===== config.mk =====
export PLATFORM = sky130hd
export DESIGN_NAME = weight_loader
export DESIGN_NICKNAME = d
export VERILOG_FILES = /design/src/rtl/weight_loader_pkg.sv /design/src/rtl/weight_loader.sv
export SDC_FILE = /design/constraint.sdc
export NUM_CORES = 1
export LEC_CHECK = 0
export BUFFER_PORTS_ARGS = -buffer_cell sky130_fd_sc_hd__buf_4
export CAP_MARGIN = 0
export CORE_AREA = 8 8 224 226
export DETAILED_ROUTE_END_ITERATION = 8
export DIE_AREA = 0 0 232 234
export GPL_ROUTABILITY_DRIVEN = 0
export GPL_TIMING_DRIVEN = 0
export HOLD_SLACK_MARGIN = 0.1
export PLACE_DENSITY = 0.5
export SYNTH_ARGS = -nofsm -noshare
export SYNTH_HDL_FRONTEND = slang
export SYNTH_SLANG_ARGS = --single-unit
export TNS_END_PERCENT = 100

===== constraint.sdc =====
create_clock -name clk -period 3.2 [get_ports clk]
set_clock_uncertainty 0.05 [all_clocks]
set_input_delay 0.96 -clock clk [delete_from_list [all_inputs] [get_ports clk]]
set_output_delay 0.96 -clock clk [all_outputs]
set_load 0.005 [all_outputs]

===== src/rtl/weight_loader_pkg.sv =====
`default_nettype none
// ============================================================================
//  Module      : weight_loader_pkg
//  Description : Shared lane/group geometry and loader state encoding,
//                common to the weight loader and the weight buffer.
//  Revision    : 1.0
// ============================================================================
package weight_loader_pkg;

    localparam int DATA_LEN_DEF     = 64;
    localparam int DDR_DATA_LEN_DEF = 256;
    localparam int BUFFER_NUM_DEF   = 8 * 16 * 16 / DATA_LEN_DEF;
    localparam int LANES            = DDR_DATA_LEN_DEF / DATA_LEN_DEF;
    localparam int GROUPS           = BUFFER_NUM_DEF / LANES;

    typedef enum logic [1:0] {
        IDLE = 2'd0,
        LOAD = 2'd1,
        DONE = 2'd2
    } state_t;

endpackage
`default_nettype wire


===== src/rtl/weight_loader.sv =====
`default_nettype none
// ============================================================================
//  Module      : weight_loader
//  Description : Turns a DDR beat stream into weight-buffer write strobes,
//                one group of LANES buffers per beat, GROUPS beats per line.
//  Revision    : 1.0
// ============================================================================
module weight_loader #(
    parameter int X_PE         = 16,
    parameter int X_MESH       = 16,
    parameter int ADDR_LEN     = 16,
    parameter int DATA_LEN     = 64,
    parameter int DDR_DATA_LEN = 256,
    parameter int BUFFER_NUM   = 8 * X_PE * X_MESH / DATA_LEN,
    parameter int LANES        = DDR_DATA_LEN / DATA_LEN,
    parameter int GROUPS       = BUFFER_NUM / LANES
) (
    input  logic                    clk,
    input  logic                    rst_n,
    input  logic                    start,
    input  logic [ADDR_LEN-1:0]     st_wr_addr,
    input  logic [ADDR_LEN-1:0]     line_num,
    input  logic [DDR_DATA_LEN-1:0] ddr_data,
    input  logic                    ddr_valid,
    output logic                    ddr_ready,
    output logic [DDR_DATA_LEN-1:0] data_wr,
    output logic [ADDR_LEN-1:0]     wr_addr,
    output logic [BUFFER_NUM-1:0]   wr_en,
    output logic                    busy,
    output logic                    done
);

    import weight_loader_pkg::state_t;
    import weight_loader_pkg::IDLE;
    import weight_loader_pkg::LOAD;
    import weight_loader_pkg::DONE;

    localparam int                    GRP_W     = (GROUPS > 1) ? $clog2(GROUPS) : 1;
    localparam logic [GRP_W-1:0]      GRP_LAST  = GRP_W'(GROUPS - 1);
    localparam logic [BUFFER_NUM-1:0] LANE_MASK = BUFFER_NUM'({LANES{1'b1}});

    state_t                  state_q, state_d;
    logic [GRP_W-1:0]        grp_q, grp_d;
    logic [ADDR_LEN-1:0]     cur_addr_q, cur_addr_d;
    logic [ADDR_LEN-1:0]     lines_left_q, lines_left_d;
    logic [DDR_DATA_LEN-1:0] data_wr_q, data_wr_d;
    logic [ADDR_LEN-1:0]     wr_addr_q, wr_addr_d;
    logic [BUFFER_NUM-1:0]   wr_en_q, wr_en_d;
    logic                    done_q, done_d;
    logic                    w_accept;

    assign ddr_ready = (state_q == LOAD);
    assign busy      = (state_q != IDLE);
    assign w_accept  = ddr_valid && ddr_ready;

    always_comb begin
        state_d      = state_q;
        grp_d        = grp_q;
        cur_addr_d   = cur_addr_q;
        lines_left_d = lines_left_q;
        data_wr_d    = data_wr_q;
        wr_addr_d    = wr_addr_q;
        wr_en_d      = '0;
        done_d       = 1'b0;

        case (state_q)
            IDLE: begin
                if (start) begin
                    cur_addr_d   = st_wr_addr;
                    lines_left_d = line_num;
                    grp_d        = '0;
                    if (line_num == '0) begin
                        state_d = DONE;
                        done_d  = 1'b1;
                    end else begin
                        state_d = LOAD;
                    end
                end
            end
            LOAD: begin
                if (w_accept) begin
                    data_wr_d = ddr_data;
                    wr_addr_d = cur_addr_q;
                    wr_en_d   = LANE_MASK << (LANES * int'(grp_q));
                    // The last group of a line advances to the next address.
                    if (grp_q == GRP_LAST) begin
                        grp_d        = '0;
                        cur_addr_d   = cur_addr_q + ADDR_LEN'(1);
                        lines_left_d = lines_left_q - ADDR_LEN'(1);
                        if (lines_left_q == ADDR_LEN'(1)) begin
                            state_d = DONE;
                            done_d  = 1'b1;
                        end
                    end else begin
                        grp_d = grp_q + GRP_W'(1);
                    end
                end
            end
            DONE: begin
                state_d = IDLE;
            end
            default: begin
                state_d = IDLE;
            end
        endcase
    end

    always_ff @(posedge clk) begin
        if (!rst_n) begin
            state_q      <= IDLE;
            grp_q        <= '0;
            cur_addr_q   <= '0;
            lines_left_q <= '0;
            data_wr_q    <= '0;
            wr_addr_q    <= '0;
            wr_en_q      <= '0;
            done_q       <= 1'b0;
        end else begin
            state_q      <= state_d;
            grp_q        <= grp_d;
            cur_addr_q   <= cur_addr_d;
            lines_left_q <= lines_left_d;
            data_wr_q    <= data_wr_d;
            wr_addr_q    <= wr_addr_d;
            wr_en_q      <= wr_en_d;
            done_q       <= done_d;
        end
    end

    assign data_wr = data_wr_q;
    assign wr_addr = wr_addr_q;
    assign wr_en   = wr_en_q;
    assign done    = done_q;

endmodule
`default_nettype wire

* After elaboration in Yosys (flattened, before gate mapping) *
Cells that the tools add are included.

storage, ports and cells
  output and inout port bits = 307
  register bits = 342

operators by class
  reductions and logical operators = 10
  add/sub/neg operators = 3
  equal/unequal tests = 7
  shifts and indexed selects = 1
  multiplexer cells = 24

operators with widths
  operator                 count
  $mux W16                 6
  $pmux W16 S2             2
  $shl A4 B5 Y32 const A   1
  $add A16 B1 Y16 const B  1
  $eq A16 B1 Y1 const B    1
  $logic_not A16 Y1        1
  $sub A16 B1 Y16 const B  1
  $mux W2                  5
  $mux W3                  3
  $reduce_and A4 Y1        2
  $ne A2 B1 Y1 const B     3
  $pmux W3 S2              1
  $reduce_and A3 Y1        2
  $mux W1                  5
  $pmux W2 S2              1
  $reduce_bool A2 Y1       2
  $add A3 B1 Y3 const B    1
  $eq A3 B3 Y1 const B     1
  $eq A2 B1 Y1 const B     1
  $logic_not A2 Y1         1
  $ne A2 B2 Y1 const B     1
  $pmux W1 S2              1
  $reduce_and A2 Y1        1
  $logic_and A1 B1 Y1      1

* Depth between registers and ports, before layout *
Gate-level depths: netlist of run 1.

  depth after elaboration = 5
  gate-level depth with buffers = 9
  mapped depth without buffers = 8

* Worst setup path after synthesis of run 1 *
OpenSTA, ideal clock, no wires.

  path type = reg-to-output
  from = register state_q[1]
  to = output port ddr_ready
  setup slack = 0.990 ns
  arrival = 1.200 ns
  cell stages (with the launch flop) = 6
  path buffers = 3
  cell sequence = dfxtp_1 -> nand2b_1 -> buf_2 -> inv_1 -> clkbuf_1 -> clkbuf_1

on the way
  longest elaborated chain between the ends = 1

RTL lines
  element                   line                  text
  start: declaration        weight_loader.sv:42   state_t state_q, state_d;
  start signal: assignment  weight_loader.sv:119  state_q <= state_d;
  $eq A2 B1 Y1              weight_loader.sv:52   assign ddr_ready = (state_q == LOAD);
  end: declaration          weight_loader.sv:25   output logic ddr_ready,

No other way between the ends.

* Final worst setup path of run 1 *
Same ends and word-level chain as after synthesis.

==> qor.yml, run 1 <==
power_and_ir_drop:
  power_density_mw_per_mm2: 534
  ir_drop_mv: 0.272
  power_leakage_nw: 7.91
  clock_power_share_pct: 45.0
  pwr-share-comb_pct: 12.2
  power_frac_seq_pct: 42.8
  p_int_mw: 7.41
  sw_frac_of_total_pct: 25.3
  switching_power_mw: 2.50
sta:
  fin_tns_setup_ps: 0
  tightest_slew_ps: 792
  rsz0062_at_grt: "no"
  hold_violations: 0
  hold_ws_ps: 402
  max_freq_ghz: 0.327
  fin_crit_sh_pct: 95.5
  setup_viol: 0
  period_needed_ps: 3050
  slew_violations: 0
  slew_headroom_pct: 47.2
critical_path:
  critPathArrivalTime_ps: 2040
  end_kind: "output pin"
  crit_required_ps: 2190
  path_max_fanout: 12
  cpPeakStageDelay_ps: 400
  critPathBufInv: 4
  critPathSlowestCell: "dfxtp_1"
  crit_family: "buffers and inverters"
  path_cells: "nand2b_1, buf_2, clkinvlp_4, clkbuf_2, buf_4"
  cp-start-kind: "flip-flop"
  worstSetupPathType: "reg2out"
synth:
  syn_inst: 1519
  syn_avg_cell_area_um2: 7.91
  ys_seq_area_share_pct: 53.0
  async_reset_ff_share_pct: 0
  synth.distinct_cells: 52
  synth_warnings: 0
  ys_seq_elements: 318
  syn_area_mm2: 0.0120
  netlist_top_cells_area: "dfxtp_1, nand2_1, a21oi_1"
  synth_flop_cell: "dfxtp_1"
  synthesis.nets: 1820
  synth_edf_count: 0
  yosysTopAreaCell: "dfxtp_1"
  yosysTopAreaCellShare_pct: 53.0
floorplan:
  coreArea_mm2: 0.0468
  die_x_um: 232
  dieArea_mm2: 0.0543
  start_util_pct: 25.7
  fp.dieH_um: 234
  rows: 80
  io_pins: 599
grt:
  grt_pass1_vias: 12600
  antenna_found_initial: 1
  grt_max_degree: 13
  grt_usage_pct: 18.8
  grt.overflow.total: 0
  grt_first_pass_wirelength_um: 79400
layout:
  fin_area_mm2: 0.0186
  antenna_cells: 0
  nFillCells: 4903
  nets: 2458
  syn2layout_area_growth_pct: 54.5
  drive_gt1_share_pct: 32.4
  final_util_pct: 39.6
routing:
  num_vias: 12600
  drtPass1Iterations: 5
  postRouteWirelength_um: 54300
  drc: 0
  drt-wirelength-per-cell_um: 19.4
  first_iter_violations: 563
  viasPerCell: 4.50
  ant_nets: 0
clocking:
  worstSkewPairLatency_ps: 560
  clkTransAtPathRegs_ps: 60
  clockRootBuffer: "clkbuf_16"
  htree_num_levels: 2
  cts_buffers: 39
  cts_sinks: 318
  clockBufferDepth: 3
  post_cts_buffers: 0
  cts_tree: "done"
hold_path:
  hp-class: "reg2reg"
placed_design:
  io_buffers: 598
  dpl-instance-area_mm2: 0.0173
  post-dp-hpwl_um: 42900
run_status:
  status: "finished clean"
job:
  drv_cap: 0
-- stage by stage --
stage               instances  setup WS [ps]  total power, mW
CTS                      2799            101             10.1
finish                   2799            145             9.91
global route             2799           21.3             10.3
global placement         2732           46.0             5.54
detailed placement       2732           57.2             5.55
floorplan                1519            990             4.81
-- cells in the mapped netlist (12+ instances only) --
master / instances
a21oi_1: 246
buf_2: 15
nor3_1: 12
clkbuf_1: 83
dfxtp_1: 318
a21boi_0: 58
buf_4: 24
inv_1: 12
nor4_1: 13
nor2_1: 24
nand2_1: 574
o21ai_0: 25
-- kinds of logic (layout without fill, tap and decap cells) --
family,after synthesis,after routing,share of synthesized area (%)
XOR/XNOR,2,2,0.146
AO/OA/AOI/OAI,377,377,18.0
AND/OR/NAND/NOR,668,668,22.4
flip-flops,318,318,53.0
adder cells (fa/ha/maj),9,9,0.937
buffers and inverters,145,810,5.50
-- cell type report --
class                           instances  area [um2]  share of cell area (%)
Tap cell                              615         769                    4.14
Sequential cell                       318        6370                    34.3
Inverter                               12        48.8                   0.263
Clock inverter                          9         115                   0.620
Multi-Input combinational cell       1056        4990                    26.9
Buffer                                132         617                    3.32
Timing Repair Buffer                  598        4490                    24.2
Clock buffer                           59        1170                    6.31
-- worst paths after layout --
| kind | start | to | slack (ps) | cells past startpoint |
|---|---|---|---|---|
| worst min-delay path | data_wr[171] | data_wr[171] | 400 | 2 |
| worst min register to register | data_wr[171] | data_wr[171] | 400 | 2 |
| worst max-delay path | state_q[1] | ddr_ready | 150 | 5 |
| worst max register to register | state_q[1] | data_wr[67] | 520 | 8 |
-- cell usage in the layout, fill, tap and decap left out, drive strengths merged, types with 3 or more instances in the layout --
master,netlist,layout
o2bb2ai,6,6
clkinv,0,4
and3,4,4
or4,3,3
inv,12,12
nor3,12,12
clkinvlp,0,3
dfxtp,318,318
ha,9,9
a31oi,3,3
nor4,14,14
and2,8,8
a211oi,5,5
a21o,3,3
nand2,574,574
nor3b,3,3
nand3,9,9
nand4,5,5
o21ai,27,27
and4,4,4
a21boi,58,58
a22oi,3,3
a21oi,247,247
o31a,3,3
or3,3,3
nor2,24,24
o31ai,3,3
buf,50,648
nand2b,3,3
o22ai,5,5
clkbuf,83,141
-- power by group through the flow --
stage	combinational, mW	sequential, mW	clock, mW
2_1_floorplan	0.489	4.32	0
3_3_place_gp	1.22	4.32	0
3_5_place_dp	1.22	4.33	0
4_1_cts	1.23	4.24	4.60
5_1_grt	1.34	4.27	4.74
6_report	1.21	4.25	4.46
-- worst reg2reg max path, delay by kind of cell (launching register included) --
kind,cells,cell delay (ps)
AO/OA/AOI/OAI,1,170
flip-flops,1,400
AND/OR/NAND/NOR,3,470
buffers and inverters,4,1520
-- flip-flops by register name, summed over array words and instances, names as in the netlist --
name          cells
data_wr         256
cur_addr_q       16
lines_left_q     16
wr_addr          16
wr_en             8
grp_q             3
state_q           2
done              1
-- what timing repair did --
action	in CTS	in global routing
hold buffers	0	0
endpoints found under the setup margin	1	13
resized for setup	1	8
-- per-layer routing --
layer | vias to the layer above | track usage (%) | wire [um]
met2 | 440 | 32.4 | 26600
li1 | 6275 | - | -
met1 | 5835 | 21.7 | 21300
met3 | 53 | 8.03 | 5520
met5 | - | 0 | 13
met4 | 2 | 3.80 | 845
Power figures use the tool's default switching activity.
==> run 2, diff against run 1 <==
--- a/config.mk
+++ b/config.mk
@@ -7,13 +7,15 @@
 export LEC_CHECK = 0
 export BUFFER_PORTS_ARGS = -buffer_cell sky130_fd_sc_hd__buf_4
 export CAP_MARGIN = 0
-export CORE_AREA = 8 8 224 226
+export CELL_PAD_IN_SITES_DETAIL_PLACEMENT = 2
+export CELL_PAD_IN_SITES_GLOBAL_PLACEMENT = 2
+export CORE_MARGIN = 8
+export CORE_UTILIZATION = 26
 export DETAILED_ROUTE_END_ITERATION = 8
-export DIE_AREA = 0 0 232 234
 export GPL_ROUTABILITY_DRIVEN = 0
 export GPL_TIMING_DRIVEN = 0
 export HOLD_SLACK_MARGIN = 0.1
-export PLACE_DENSITY = 0.5
+export PLACE_DENSITY = 0.85
 export SYNTH_ARGS = -nofsm -noshare
 export SYNTH_HDL_FRONTEND = slang
 export SYNTH_SLANG_ARGS = --single-unit
==> qor.yml, run 2 (same netlist as run 1, synthesis figures left out) <==
grt:
  use_met3_pct: 8.89  # +0.86 points
  met2_usage_pct: 42.8  # +10 points
  grt.overflow.total: 0  # unchanged
  grt_max_degree: 14  # +1
  antenna_found_initial: 5  # +4
  grt_usage_pct: 23.2  # +4.3 points
  grt_pass1_vias: 15300  # +21%
  grtUsageMet1_pct: 24.1  # +2.5 points
  grt-busiest-layer: "met2"
  grt_first_pass_wirelength_um: 96000  # +21%
clocking:
  htree_num_levels: 2  # unchanged
  post_cts_buffers: 0  # unchanged
  holdBufCountCts: 0  # unchanged
  cts_sinks: 318  # unchanged
  clkTransAtPathRegs_ps: 60  # about the same
  cts_buffers: 39  # unchanged
  worstSkewPairLatency_ps: 560  # about the same
  clockRootBuffer: "clkbuf_16"
  cts_tree: "done"
  clockBufferDepth: 3  # unchanged
layout:
  drive_gt1_share_pct: 32.3  # -0.14 points
  layout_common_cells: "buf_4, nand2_1, dfxtp_1"
  nFillCells: 5202  # +6.1%
  largest_reg_flops: 256  # unchanged
  nets: 2459  # +0.041%
  final_common_cell: "buf_4"
  syn2layout_area_growth_pct: 54.5  # about the same
  multi_input_area_mm2: 0.00499  # unchanged
  final_util_pct: 40.8  # +1.2 points
  ff_latch_area_mm2: 0.00637  # unchanged
sta:
  slew_headroom_pct: 39.2  # -8.0 points
  slew_violations: 0  # unchanged
  tightest_slew_ps: 912  # +120 ps
  setup_viol: 0  # unchanged
  hold_violations: 0  # unchanged
  period_needed_ps: 3080  # +26.1 ps
  max_freq_ghz: 0.325  # -0.85%
  fin_crit_sh_pct: 96.3  # +0.82 points
  hold_ws_ps: 407  # +5.48 ps
  fin_tns_setup_ps: 0  # unchanged
  rsz0062_at_grt: "no"
  layout_setup_ws_ps: 119  # -26.1 ps
routing:
  viasPerCell: 4.83  # +7.2%
  postRouteWirelength_um: 64900  # +20%
  num_vias: 13500  # +6.8%
  ant_nets: 0  # unchanged
  drt-wirelength-per-cell_um: 23.3  # +20%
  first_iter_violations: 471  # -16%
  drtPass1Iterations: 5  # unchanged
  drc: 0  # unchanged
power_and_ir_drop:
  power_leakage_nw: 7.90  # about the same
  ir_drop_mv: 0.324  # +19%
  power_density_mw_per_mm2: 542  # +1.5%
  p_total_mw: 10.1  # +1.5%
critical_path:
  worstSetupPathType: "reg2out"
  critPathArrivalTime_ps: 2070  # +30 ps
  end_kind: "output pin"
  path_max_fanout: 10  # -2
  crit_required_ps: 2190  # about the same
  cp-start-kind: "flip-flop"
floorplan:
  io_pins: 599  # unchanged
  fp.dieH_um: 231  # -1.3%
  die_x_um: 231  # -0.43%
  coreArea_mm2: 0.0455  # -2.9%
  start_util_pct: 26.4  # +0.77 points
  dieArea_mm2: 0.0534  # -1.7%
  rows: 78  # -2.5%
placed_design:
  dpl_worst_slack_ps: 19.5  # -37.7 ps
  post-dp-hpwl_um: 50500  # +18%
  io_buffers: 598  # unchanged
job:
  drv_cap: 0  # unchanged
hold_path:
  hp-class: "reg2reg"
run_status:
  status: "finished clean"
==> run 2: per-stage QoR <==
step | cells | cell area [um2]
2_1_floorplan | 1519 | 12000
3_3_place_gp | 2717 | 17300
3_5_place_dp | 2717 | 17300
4_1_cts | 2784 | 18600
5_1_grt | 2788 | 18600
6_report | 2789 | 18600
==> run 2: path summary, 6_finish.rpt <==
kind | from | to | slack [ps] | cells past startpoint
worst max register to register | state_q[1] | data_wr[250] | 520 | 8
worst min register to register | wr_addr[6] | wr_addr[6] | 410 | 2
worst min-delay path | wr_addr[6] | wr_addr[6] | 410 | 2
worst max-delay path | state_q[0] | ddr_ready | 120 | 6
==> run 2: worst max-delay path: stages, from the launching register on <==
cell and delay, ps:
dfxtp_1 430, nand2b_1 70, buf_2 160, inv_1 100, clkbuf_2 260, buf_2 320
buf_4 170
==> run 2: per-layer routing <==
layer / wire length, um / vias up
met3: 5410 / 85
met5: 0 / -
met1: 24100 / 6665
met2: 33900 / 433
met4: 1590 / 0
li1: - / 6277
==> run 2: layout make-up <==
cell class | count | share of cell area, %
plain buffers | 133 | 3.33
multi-input cells | 1056 | 26.9
clock inverters | 12 | 0.816
flip-flops and latches | 318 | 34.3
well taps | 600 | 4.04
diodes | 5 | 0.0674
clock buffers | 55 | 6.13
repair buffers | 598 | 24.2
inverters | 12 | 0.243
==> run 2: timing repair <==
item / CTS / global route
setup endpoints to repair: 1 / 1
resized for setup: 2 / 1
pin swaps: 0 / 0
==> run 2: report_power, final <==
part	leakage, nW	switching, mW	total, mW	internal (mW)
logic	4.69	0.673	1.27	0.593
registers	2.59	0.122	4.25	4.13
clock network	0.617	1.82	4.54	2.72
==> run 3, diff against run 2 <==
==> config.mk (replaced) <==
export PLATFORM = sky130hd
export DESIGN_NAME = weight_loader
export DESIGN_NICKNAME = d
export VERILOG_FILES = /design/src/rtl/weight_loader_pkg.sv /design/src/rtl/weight_loader.sv
export SDC_FILE = /design/constraint.sdc
export NUM_CORES = 1
export LEC_CHECK = 0
export CAP_MARGIN = 0
export CELL_PAD_IN_SITES_DETAIL_PLACEMENT = 1
export CELL_PAD_IN_SITES_GLOBAL_PLACEMENT = 1
export CORE_AREA = 8 8 224 226
export DETAILED_ROUTE_END_ITERATION = 8
export DIE_AREA = 0 0 232 234
export DONT_BUFFER_PORTS = 1
export GPL_ROUTABILITY_DRIVEN = 0
export GPL_TIMING_DRIVEN = 0
export HOLD_SLACK_MARGIN = 0.1
export PLACE_DENSITY_LB_ADDON = 0.1
export SYNTH_ARGS = -nofsm -noshare
export SYNTH_HDL_FRONTEND = slang
export SYNTH_SLANG_ARGS = --single-unit
export TNS_END_PERCENT = 100
==> qor.yml, run 3 (same netlist as run 1, synthesis figures left out) <==
sta:
  fin_crit_sh_pct: 92.8  # -3.4 points
  setup_viol: 0  # unchanged
  fin_tns_setup_ps: 0  # unchanged
  hold_violations: 0  # unchanged
  max_freq_ghz: 0.337  # +3.7%
  slew_headroom_pct: 47.9  # +8.7 points
  tightest_slew_ps: 782  # -130 ps
  layout_setup_ws_ps: 229  # +110 ps
  period_needed_ps: 2970  # -110 ps
  slew_violations: 0  # unchanged
  rsz0062_at_grt: "no"
grt:
  grt_usage_pct: 18.9  # -4.3 points
  grt.overflow.total: 0  # unchanged
  grt_pass1_vias: 11100  # -27%
  grt_max_degree: 13  # -1
  antenna_found_initial: 7  # +2
  grt_first_pass_wirelength_um: 76700  # -20%
placed_design:
  post-dp-hpwl_um: 42700  # -16%
  io_buffers: 0  # -100%
  dpl_worst_slack_ps: 227  # +208 ps
critical_path:
  path_max_fanout: 12  # +2
  cp-endpoint: "ddr_ready"
  crit_required_ps: 2190  # about the same
  critPathBufInv: 3  # -2
  crit_family: "buffers and inverters"
  timing.rr.end: "data_wr[129]"
  cp-start-kind: "flip-flop"
  cp.depth: 4  # -2
  end_kind: "output pin"
  cp-startpoint: "state_q[1]"
  rr_worst_depth: 8  # unchanged
  cpPeakStageDelay_ps: 400  # -30 ps
  path_cells: "nand2b_1, buf_2, inv_1, clkbuf_2"
  r2r_setup_slack_ps: 470  # -50 ps
  critPathSlowestCell: "clkbuf_2"
  reg2reg_from: "state_q[1]"
  critPathArrivalTime_ps: 1960  # -110 ps
  worstSetupPathType: "reg2out"
clocking:
  clkTransAtPathRegs_ps: 60  # about the same
  clockRootBuffer: "clkbuf_16"
  worstSkewPairLatency_ps: 540  # -20 ps
  cts_sinks: 318  # unchanged
  cts_tree: "done"
  cts_buffers: 40  # +2.6%
  htree_num_levels: 2  # unchanged
  clockBufferDepth: 3  # unchanged
power_and_ir_drop:
  p_total_mw: 9.51  # -5.5%
  power_density_mw_per_mm2: 675  # +25%
  ir_drop_mv: 0.323  # -0.43%
  power_leakage_nw: 4.86  # -38%
layout:
  nets: 1861  # -24%
  final_common_cell: "nand2_1"
  layout_common_cells: "nand2_1, dfxtp_1, a21oi_1"
  drive_gt1_share_pct: 6.62  # -26 points
  syn2layout_area_growth_pct: 17.3
  largest_reg_flops: 256  # unchanged
job:
  drv_cap: 0  # unchanged
floorplan:
  io_pins: 599  # unchanged
  dieArea_mm2: 0.0543  # +1.7%
  rows: 80  # +2.6%
  die_x_um: 232  # +0.43%
  fp.dieH_um: 234  # +1.3%
  start_util_pct: 25.7  # -0.77 points
  coreArea_mm2: 0.0468  # +3.0%
run_status:
  status: "finished clean"
routing:
  viasPerCell: 4.78  # -1.0%
  first_iter_violations: 422  # -10%
  postRouteWirelength_um: 54300  # -16%
  num_vias: 10500  # -22%
  drc: 0  # unchanged
  drt-wirelength-per-cell_um: 24.6  # +5.7%
  drtPass1Iterations: 4  # -1
  ant_nets: 0  # unchanged
hold_path:
  hp-class: "reg2reg"
## run 3: cell types whose count changed in the layout (fill, tap and decap cells not counted)
| cell | change |
|---|---|
| clkinvlp_4 | -5 |
| diode_2 | +1 |
| clkbuf_2 | +3 |
| buf_2 | -1 |
| clkbuf_1 | +2 |
| buf_4 | -598 |
| clkbuf_8 | +2 |
| inv_6 | -1 |
## run 3: where the power goes
part	leakage (nW)	internal (mW)	total [mW]	switching, mW
clock network	0.632	2.77	4.51	1.74
registers	2.59	4.13	4.32	0.189
logic	1.65	0.215	0.679	0.464
total	4.86	7.12	9.51	2.40
## run 3: cell type report
cell class                      count  area (um2)
Antenna cell                        6        15.0
Clock buffer                       62        1180
Buffer                            132         617
Inverter                           12        45.0
Clock inverter                      6         105
Sequential cell                   318        6370
Tap cell                          615         769
Fill cell                        5607       32800
Multi-Input combinational cell   1056        4990
## run 3: what timing repair did
item | in CTS | in global routing
endpoints found under the hold margin | 0 | 0
buffers inserted | 0 | 0
setup endpoints to repair | 1 | 34
hold buffers | 0 | 0
resized for setup | 1 | 8
## run 3: worst min-delay path, stage by stage, from the launching register on
cell and delay, ps:
dfxtp_1 320, nand2_1 60, a21oi_1 50
## run 3: layer usage
layer	vias up	wire length, um	GRT usage (%)
met2	369	26800	32.3
met1	5018	20000	19.7
met4	4	1210	6.24
li1	5088	-	-
met5	-	27	0
met3	62	6300	10.1
## run 3: per-stage QoR
stage | hold WS, ps | cell area (um2) | std cells | utilization, %
CTS | 430 | 14100 | 2201 | 30.0
detailed placement | 404 | 12800 | 2134 | 27.3
floorplan | 379 | 12000 | 1519 | -
finish | 429 | 14100 | 2207 | 30.1
global route | 446 | 14100 | 2204 | 30.1
global placement | 402 | 12800 | 2134 | 27.3
## run 3: worst min-delay path by stage
stage | slack (ps) | end | startpoint | cells past startpoint
3_5_place_dp | 400 | lines_left_q[13] | lines_left_q[13] | 2
6_report | 430 | data_wr[62] | data_wr[62] | 2
4_1_cts | 430 | lines_left_q[9] | lines_left_q[9] | 1
5_1_grt | 450 | data_wr[179] | data_wr[179] | 2
2_1_floorplan | 380 | lines_left_q[13] | lines_left_q[13] | 2
3_3_place_gp | 400 | lines_left_q[9] | lines_left_q[9] | 1
